## src/rtl/branch_resolver_pkg.sv

```systemverilog
// ============================================================================
// branch_resolver_pkg : shared encodings, FSM state codes and helpers for the
//                       branch resolver slice.
// Revision: 1.0
// ============================================================================
`default_nettype none

package branch_resolver_pkg;

  localparam logic TAKEN     = 1'b1;
  localparam logic NOT_TAKEN = 1'b0;

  localparam int PC_INCR = 4;

  typedef enum logic {
    BR_IDLE  = 1'b0,
    BR_FLUSH = 1'b1
  } br_state_e;

  function automatic logic [15:0] sat_inc16(input logic [15:0] value);
    return (value == 16'hFFFF) ? value : value + 16'd1;
  endfunction

endpackage

`default_nettype wire

```

## src/rtl/branch_resolver_if.sv

```systemverilog
// ============================================================================
// branch_resolver_if : fetch/execute inputs and table-update/redirect outputs
//                      of the branch resolver.
// Revision: 1.0
// ============================================================================
`default_nettype none

interface branch_resolver_if #(
  parameter int PC_W  = 32,
  parameter int IDX_W = 8
);

  logic              fetch_push;
  logic [PC_W-1:0]   fetch_pc;
  logic              fetch_pred_taken;
  logic [PC_W-1:0]   fetch_pred_target;
  logic              queue_full;

  logic              ex_valid;
  logic              ex_taken;
  logic [PC_W-1:0]   ex_target;

  logic              redirect_valid;
  logic [PC_W-1:0]   redirect_pc;
  logic              flush;

  logic              upd_we;
  logic [IDX_W-1:0]  upd_addr;
  logic [PC_W:0]     upd_data;

  logic [15:0]       resolved_count;
  logic [15:0]       mispredict_count;

  modport master (
    output fetch_push, fetch_pc, fetch_pred_taken, fetch_pred_target,
    output ex_valid, ex_taken, ex_target,
    input  queue_full, redirect_valid, redirect_pc, flush,
    input  upd_we, upd_addr, upd_data, resolved_count, mispredict_count
  );

  modport slave (
    input  fetch_push, fetch_pc, fetch_pred_taken, fetch_pred_target,
    input  ex_valid, ex_taken, ex_target,
    output queue_full, redirect_valid, redirect_pc, flush,
    output upd_we, upd_addr, upd_data, resolved_count, mispredict_count
  );

endinterface

`default_nettype wire

```

## src/rtl/branch_resolver_queue.sv

```systemverilog
// ============================================================================
// branch_queue : synchronous FIFO of in-flight predictions with clear.
// Revision: 1.0
// ============================================================================
`default_nettype none

module branch_queue #(
  parameter  int DEPTH = 4,
  parameter  int WIDTH = 65,
  localparam int PTR_W = $clog2(DEPTH),
  localparam int CNT_W = $clog2(DEPTH) + 1
) (
  input  logic             clk,
  input  logic             reset,
  input  logic             push,
  input  logic             pop,
  input  logic             clear,
  input  logic [WIDTH-1:0] din,
  output logic [WIDTH-1:0] head,
  output logic [CNT_W-1:0] count,
  output logic             full
);

  logic [WIDTH-1:0] mem [DEPTH];
  logic [PTR_W-1:0] wr_ptr;
  logic [PTR_W-1:0] rd_ptr;
  logic             do_push;
  logic             do_pop;

  assign full    = (count == CNT_W'(DEPTH));
  assign do_push = push && !full;
  assign do_pop  = pop && (count != '0);
  assign head    = mem[rd_ptr];

  // DEPTH is a power of two, so pointer overflow is the modulo wrap.
  always_ff @(posedge clk) begin
    if (reset || clear) begin
      wr_ptr <= '0;
      rd_ptr <= '0;
      count  <= '0;
    end else begin
      if (do_push) begin
        wr_ptr <= wr_ptr + 1'b1;
      end
      if (do_pop) begin
        rd_ptr <= rd_ptr + 1'b1;
      end
      case ({do_push, do_pop})
        2'b10:   count <= count + 1'b1;
        2'b01:   count <= count - 1'b1;
        default: count <= count;
      endcase
    end
  end

  always_ff @(posedge clk) begin
    if (do_push && !clear) begin
      mem[wr_ptr] <= din;
    end
  end

endmodule

`default_nettype wire

```

## src/rtl/branch_resolver.sv

```systemverilog
// ============================================================================
// branch_resolver : retires fetch predictions against execute outcomes,
//                   trains the prediction table and redirects on mispredict.
// Revision: 1.0
// ============================================================================
`default_nettype none

module branch_resolver
  import branch_resolver_pkg::*;
#(
  parameter int DEPTH        = 4,
  parameter int FLUSH_CYCLES = 2,
  parameter int IDX_W        = 8,
  parameter int PC_W         = 32
) (
  input  logic                 clk,
  input  logic                 reset,
  branch_resolver_if.slave     bus
);

  localparam int ENTRY_W = 2 * PC_W + 1;
  localparam int CNT_W   = $clog2(DEPTH) + 1;
  localparam int FC_W    = $clog2(FLUSH_CYCLES) + 1;

  br_state_e        state;
  br_state_e        state_next;
  logic [FC_W-1:0]  flush_cnt;
  logic [FC_W-1:0]  flush_cnt_next;

  logic [ENTRY_W-1:0] q_head;
  logic [CNT_W-1:0]   q_count;
  logic               q_full;
  logic [PC_W-1:0]    head_pc;
  logic               head_taken;
  logic [PC_W-1:0]    head_target;

  logic               resolve;
  logic               mispredict;
  logic               push_ok;
  logic [PC_W-1:0]    correct_pc;

  logic               upd_we_r;
  logic [IDX_W-1:0]   upd_addr_r;
  logic [PC_W:0]      upd_data_r;
  logic               redirect_valid_r;
  logic [PC_W-1:0]    redirect_pc_r;
  logic [15:0]        resolved_count_r;
  logic [15:0]        mispredict_count_r;

  assign {head_pc, head_taken, head_target} = q_head;

  assign resolve    = (state == BR_IDLE) && bus.ex_valid && (q_count != '0);
  // A not-taken branch has no meaningful target, so only direction matters.
  assign mispredict = resolve &&
                      ((head_taken != bus.ex_taken) ||
                       ((bus.ex_taken == TAKEN) && (head_target != bus.ex_target)));
  assign push_ok    = bus.fetch_push && !q_full && (state == BR_IDLE) && !mispredict;
  assign correct_pc = (bus.ex_taken == NOT_TAKEN) ? head_pc + PC_W'(PC_INCR)
                                                  : bus.ex_target;

  branch_queue #(
    .DEPTH (DEPTH),
    .WIDTH (ENTRY_W)
  ) u_queue (
    .clk   (clk),
    .reset (reset),
    .push  (push_ok),
    .pop   (resolve),
    .clear (mispredict),
    .din   ({bus.fetch_pc, bus.fetch_pred_taken, bus.fetch_pred_target}),
    .head  (q_head),
    .count (q_count),
    .full  (q_full)
  );

  always_ff @(posedge clk) begin
    if (reset) begin
      state     <= BR_IDLE;
      flush_cnt <= '0;
    end else begin
      state     <= state_next;
      flush_cnt <= flush_cnt_next;
    end
  end

  // The redirect cycle is the first flush cycle, so the counter starts one short.
  always_comb begin
    state_next     = state;
    flush_cnt_next = flush_cnt;
    case (state)
      BR_IDLE: begin
        if (mispredict) begin
          state_next     = BR_FLUSH;
          flush_cnt_next = FC_W'(FLUSH_CYCLES - 1);
        end
      end
      BR_FLUSH: begin
        if (flush_cnt == '0) begin
          state_next = BR_IDLE;
        end else begin
          flush_cnt_next = flush_cnt - 1'b1;
        end
      end
      default: begin
        state_next     = BR_IDLE;
        flush_cnt_next = '0;
      end
    endcase
  end

  always_ff @(posedge clk) begin
    if (reset) begin
      upd_we_r           <= 1'b0;
      upd_addr_r         <= '0;
      upd_data_r         <= '0;
      redirect_valid_r   <= 1'b0;
      redirect_pc_r      <= '0;
      resolved_count_r   <= '0;
      mispredict_count_r <= '0;
    end else begin
      upd_we_r         <= resolve;
      redirect_valid_r <= mispredict;
      if (resolve) begin
        upd_addr_r       <= head_pc[IDX_W+1:2];
        upd_data_r       <= {bus.ex_target, bus.ex_taken};
        resolved_count_r <= sat_inc16(resolved_count_r);
      end
      if (mispredict) begin
        redirect_pc_r      <= correct_pc;
        mispredict_count_r <= sat_inc16(mispredict_count_r);
      end
    end
  end

  assign bus.queue_full       = q_full;
  assign bus.flush            = (state == BR_FLUSH);
  assign bus.upd_we           = upd_we_r;
  assign bus.upd_addr         = upd_addr_r;
  assign bus.upd_data         = upd_data_r;
  assign bus.redirect_valid   = redirect_valid_r;
  assign bus.redirect_pc      = redirect_pc_r;
  assign bus.resolved_count   = resolved_count_r;
  assign bus.mispredict_count = mispredict_count_r;

endmodule

`default_nettype wire

```

## src/flat_wrapper.sv

```systemverilog
// flat-port wrapper written by rule: the top's interface ports become plain ports
module branch_resolver_flat import branch_resolver_pkg::*;
#(
  parameter int DEPTH        = 4,
  parameter int FLUSH_CYCLES = 2,
  parameter int IDX_W        = 8,
  parameter int PC_W         = 32
)
  (clk, reset, bus_fetch_push, bus_fetch_pc, bus_fetch_pred_taken, bus_fetch_pred_target, bus_ex_valid, bus_ex_taken, bus_ex_target, bus_queue_full, bus_redirect_valid, bus_redirect_pc, bus_flush, bus_upd_we, bus_upd_addr, bus_upd_data, bus_resolved_count, bus_mispredict_count);
  branch_resolver_if #(.PC_W(PC_W), .IDX_W(IDX_W)) bus_i ();
  input  logic clk;
  input  logic reset;
  input wire logic [$bits(bus_i.fetch_push)-1:0] bus_fetch_push;
  input wire logic [$bits(bus_i.fetch_pc)-1:0] bus_fetch_pc;
  input wire logic [$bits(bus_i.fetch_pred_taken)-1:0] bus_fetch_pred_taken;
  input wire logic [$bits(bus_i.fetch_pred_target)-1:0] bus_fetch_pred_target;
  input wire logic [$bits(bus_i.ex_valid)-1:0] bus_ex_valid;
  input wire logic [$bits(bus_i.ex_taken)-1:0] bus_ex_taken;
  input wire logic [$bits(bus_i.ex_target)-1:0] bus_ex_target;
  output wire logic [$bits(bus_i.queue_full)-1:0] bus_queue_full;
  output wire logic [$bits(bus_i.redirect_valid)-1:0] bus_redirect_valid;
  output wire logic [$bits(bus_i.redirect_pc)-1:0] bus_redirect_pc;
  output wire logic [$bits(bus_i.flush)-1:0] bus_flush;
  output wire logic [$bits(bus_i.upd_we)-1:0] bus_upd_we;
  output wire logic [$bits(bus_i.upd_addr)-1:0] bus_upd_addr;
  output wire logic [$bits(bus_i.upd_data)-1:0] bus_upd_data;
  output wire logic [$bits(bus_i.resolved_count)-1:0] bus_resolved_count;
  output wire logic [$bits(bus_i.mispredict_count)-1:0] bus_mispredict_count;
  assign bus_i.fetch_push = bus_fetch_push;
  assign bus_i.fetch_pc = bus_fetch_pc;
  assign bus_i.fetch_pred_taken = bus_fetch_pred_taken;
  assign bus_i.fetch_pred_target = bus_fetch_pred_target;
  assign bus_i.ex_valid = bus_ex_valid;
  assign bus_i.ex_taken = bus_ex_taken;
  assign bus_i.ex_target = bus_ex_target;
  assign bus_queue_full = bus_i.queue_full;
  assign bus_redirect_valid = bus_i.redirect_valid;
  assign bus_redirect_pc = bus_i.redirect_pc;
  assign bus_flush = bus_i.flush;
  assign bus_upd_we = bus_i.upd_we;
  assign bus_upd_addr = bus_i.upd_addr;
  assign bus_upd_data = bus_i.upd_data;
  assign bus_resolved_count = bus_i.resolved_count;
  assign bus_mispredict_count = bus_i.mispredict_count;
  branch_resolver #(.DEPTH(DEPTH), .FLUSH_CYCLES(FLUSH_CYCLES), .IDX_W(IDX_W), .PC_W(PC_W)) u_core (.clk(clk), .reset(reset), .bus(bus_i));
endmodule
```

## config.mk

```make
export PLATFORM = sky130hd
export DESIGN_NAME = branch_resolver_flat
export DESIGN_NICKNAME = d
export VERILOG_FILES = /design/src/rtl/branch_resolver_pkg.sv /design/src/rtl/branch_resolver_if.sv /design/src/rtl/branch_resolver_queue.sv /design/src/rtl/branch_resolver.sv /design/src/flat_wrapper.sv
export SDC_FILE = /design/constraint.sdc
export NUM_CORES = 1
export LEC_CHECK = 0
export ABC_AREA = 1
export ABC_CLOCK_PERIOD_IN_PS = 13800
export BUFFER_PORTS_ARGS = -buffer_cell sky130_fd_sc_hd__clkbuf_2
export CAP_MARGIN = 15
export CORE_MARGIN = 10
export CORE_UTILIZATION = 50
export DETAILED_ROUTE_END_ITERATION = 7
export PLACE_DENSITY = 0.81
export SKIP_CTS_REPAIR_TIMING = 1
export SLEW_MARGIN = 5
export SYNTH_ARGS = -nofsm -noshare
export SYNTH_HDL_FRONTEND = slang
export SYNTH_SLANG_ARGS = --single-unit
```

## constraint.sdc

```tcl
create_clock -name clk -period 13.8 [get_ports clk]
set_input_delay 0.69 -clock clk [delete_from_list [all_inputs] [get_ports clk]]
set_output_delay 0.69 -clock clk [all_outputs]
set_load 0.05 [all_outputs]
```

==> impl_metrics.json <==
{
  "status": "completed",
  "synth_cells": 1758,
  "path_clk_slew_ns": 0.06,
  "finClkSkew_ns": 0.02620,
  "yosysMostFrequentCell": "nand2_1",
  "core_sq_um": 32700,
  "dp.cells": 2347,
  "clock_sinks": 379,
  "reg2reg_to": "u_core.u_queue.mem[3][10]",
  "synthTopCellsByArea": "edfxtp_1, dfxtp_1, nand2_1",
  "vias": 13220,
  "fp.dieArea_sq_um": 40940,
  "clock_power_share": 0.288,
  "ys_types": 42,
  "hpwlAfterDp_um": 31470,
  "grt_start_max_net_pins": 77,
  "first_pass_iters": 7,
  "switchingPower_uw": 1429,
  "setup_viol": 0,
  "power_density_nw_per_um2": 196.9,
  "grt_pass1_wl_um": 71150,
  "tritoncts": "yes",
  "critPathMaxStageDelay_ns": 0.92,
  "cts_buffer_depth": 3,
  "die_h_um": 202.3,
  "wirelength_um": 46600,
  "critPathKind": "reg2reg",
  "yosysTopAreaCellShare": 0.4697,
  "numCtsBuffers": 39,
  "fin_nets": 2059,
  "final_hold_viol_count": 0,
  "initial_utilization": 0.5083,
  "ys.flop_type": "edfxtp_1",
  "path_common_cell": "nand2_1",
  "fin_setup_tns_ns": 0,
  "synth_seq_cells": 379,
  "synth_nets": 1870,
  "portBuffers": 210,
  "p_int_uw": 2360,
  "slew_headroom": 0.2993,
  "finalMaxSlewViolations": 0,
  "die_w_um": 202.3,
  "irDropWorstVdd_mv": 0.1027,
  "syn_area_sq_um": 16620,
  "pwr-share-seq": 0.401,
  "critPathCaptureType": "register",
  "antenna_left": 0,
  "detail_route.wl_per_cell_um": 19.23,
  "remaining_drc_errors": 0,
  "maxCapViolations": 0,
  "crit_path_start_kind": "register",
  "whs_ns": 0.3705,
  "syn2layout_area_growth_pct": 15.80,
  "r2r_cells": 16,
  "grt_usage": 0.2178,
  "overflow": 0,
  "worstSetupEndpoint": "u_core.u_queue.mem[3][10]",
  "place_congestion": 0.9035,
  "worst_pin_slew_ns": 1.051,
  "viasPerCell": 5.457,
  "yosys_warnings": 0,
  "critPathSlowestCell": "clkinv_2",
  "rsz0062_at_grt": "no",
  "final_layout_size_suffix_gt1_frac": 0.1673,
  "leakage_uw": 0.007999,
  "drtIter0Drc": 1366,
  "yosys.area.top_type": "edfxtp_1",
  "antenna_found_initial": 4,
  "layout_min_cycle_time_ns": 5.531,
  "combPwrFrac": 0.310,
  "synthArstFlopShare": 0,
  "stdcell_count": 2423,
  "io_pins": 211,
  "yosys-top-cells-count": "nand2_1, edfxtp_1, nand3_1, inv_1, nor2_1",
  "critPathMaxFanout": 65,
  "hold_path.class": "in2reg",
  "grt_pass1_vias": 12640,
  "netSwitchingFraction": 0.3771,
  "syn-mean-instance-area_sq_um": 9.455,
  "required_ns": 13.95,
  "fin_crit_sh": 0.4008,
  "ys_seq_area_frac": 0.6130,
  "fmax_mhz": 180.8,
  "clock-root-buffer": "clkbuf_16",
  "path_cells": "clkinv_2 > buf_4 > nand2_1 > nand3_1 > nand2_1 > nor2_1 > nor2_1 > nand2_1 > nor2_1 > nand2_1 > nor2_2 > nand3_2 > nand2_4 > nand2_1 > nor2_4 > buf_4",
  "clock_latency_ns": 0.54,
  "crit_arrival_ns": 5.68,
  "synth-edff-count": 260,
  "rows": 66,
  "rrSetupSlack_ns": 8.27,
  "htree_levels": 2
}
[logic make-up after synthesis]
logic type	Yosys count	share of synthesized area
buffers and inverters	225	0.06323
adders and majority gates	10	0.007979
AOI/OAI and AO/OA	205	0.06669
xor gates and xnor gates	26	0.01370
and+or+nand+nor	913	0.2354
DFF	379	0.6130
[registers in the layout (all words and copies together) (netlist names), named ones only]
| register | flops |
|---|---|
| u_core.bus.flush | 1 |
| u_core.bus.mispredict_count | 16 |
| u_core.bus.redirect_pc | 32 |
| u_core.bus.redirect_valid | 1 |
| u_core.bus.resolved_count | 16 |
| u_core.bus.upd_addr | 8 |
| u_core.bus.upd_data | 33 |
| u_core.bus.upd_we | 1 |
| u_core.flush_cnt | 2 |
| u_core.u_queue.count | 3 |
| u_core.u_queue.mem | 260 |
| u_core.u_queue.rd_ptr | 2 |
| u_core.u_queue.wr_ptr | 2 |
[power groups by stage]
stage	Clock, uW	Sequential [uW]	Combinational [uW]
after CTS	1100	1520	1170
after global placement	0	1530	1140
after global routing	1150	1540	1290
after detailed placement	0	1540	1160
after floorplan	0	1740	658
final	1090	1520	1180
[worst min-delay path by stage]
| stage | startpoint | end | cells past startpoint |
|---|---|---|---|
| after global placement | u_core.bus.redirect_pc[11] | u_core.bus.redirect_pc[11] | 2 |
| after CTS | bus_fetch_pred_target[14] | u_core.u_queue.mem[2][14] | 1 |
| after floorplan | u_core.u_queue.rd_ptr[1] | register | 2 |
| after global routing | bus_fetch_pred_target[11] | u_core.u_queue.mem[3][11] | 1 |
| after detailed placement | u_core.bus.redirect_pc[11] | u_core.bus.redirect_pc[11] | 2 |
| final | bus_fetch_pred_target[31] | u_core.u_queue.mem[2][31] | 1 |
[critical path, delay by kind of cell (launching register included)]
family,cells,cell delay [ns]
buf+inv,3,2.30
flops,1,0.73
simple gates,13,1.87
[routing by layer]
| metal | global-route usage | up-vias | routed length, um |
|---|---|---|---|
| met5 | 0 | - | 39 |
| met4 | 0.06555 | 6 | 1129 |
| met3 | 0.05437 | 92 | 4518 |
| met2 | 0.3532 | 635 | 21830 |
| met1 | 0.2824 | 6213 | 19090 |
| li1 | - | 6277 | - |
[layout make-up]
| type | instances | area [sq um] |
|---|---|---|
| Fill cell | 2741 | 13450 |
| Clock inverter | 22 | 256.5 |
| Antenna cell | 3 | 7.507 |
| Clock buffer | 50 | 1099 |
| Inverter | 150 | 565.5 |
| Timing Repair Buffer | 223 | 1161 |
| Tap cell | 442 | 553.0 |
| Sequential cell | 379 | 10190 |
| Multi-Input combinational cell | 1154 | 5411 |
[per-stage QoR]
stage          worst slack [ns]  utilization  instance area, sq um  total power (uW)
5_1_grt                   7.890       0.5885                 19240              3977
3_3_place_gp              8.566       0.5463                 17870              2668
2_1_floorplan             8.962            -                 16620              2398
6_report                  8.269       0.5886                 19250              3789
4_1_cts                   8.325       0.5878                 19220              3788
3_5_place_dp              8.369       0.5463                 17870              2699
[layout by cell type (no fill, tap or decap), drive strengths merged]
cell type and n:
xnor2 8, diode 3, o21a 3, fa 1
a21oi 61, nor2 139, nor3b 5, a211oi 1
o22ai 4, or2 5, nor3 15, clkbuf 260
bufinv 5, nand4 33, buf 13, a32o 2
nand3 162, nand2 542, nand3b 9, a31oi 7
clkinvlp 3, ha 9, o211ai 18, clkinv 15
inv 149, xor2 18, o21ai 109, edfxtp 260
nor4 2, dfxtp 119, and3 1
Note: power is estimated with default switching activity, not from simulation.
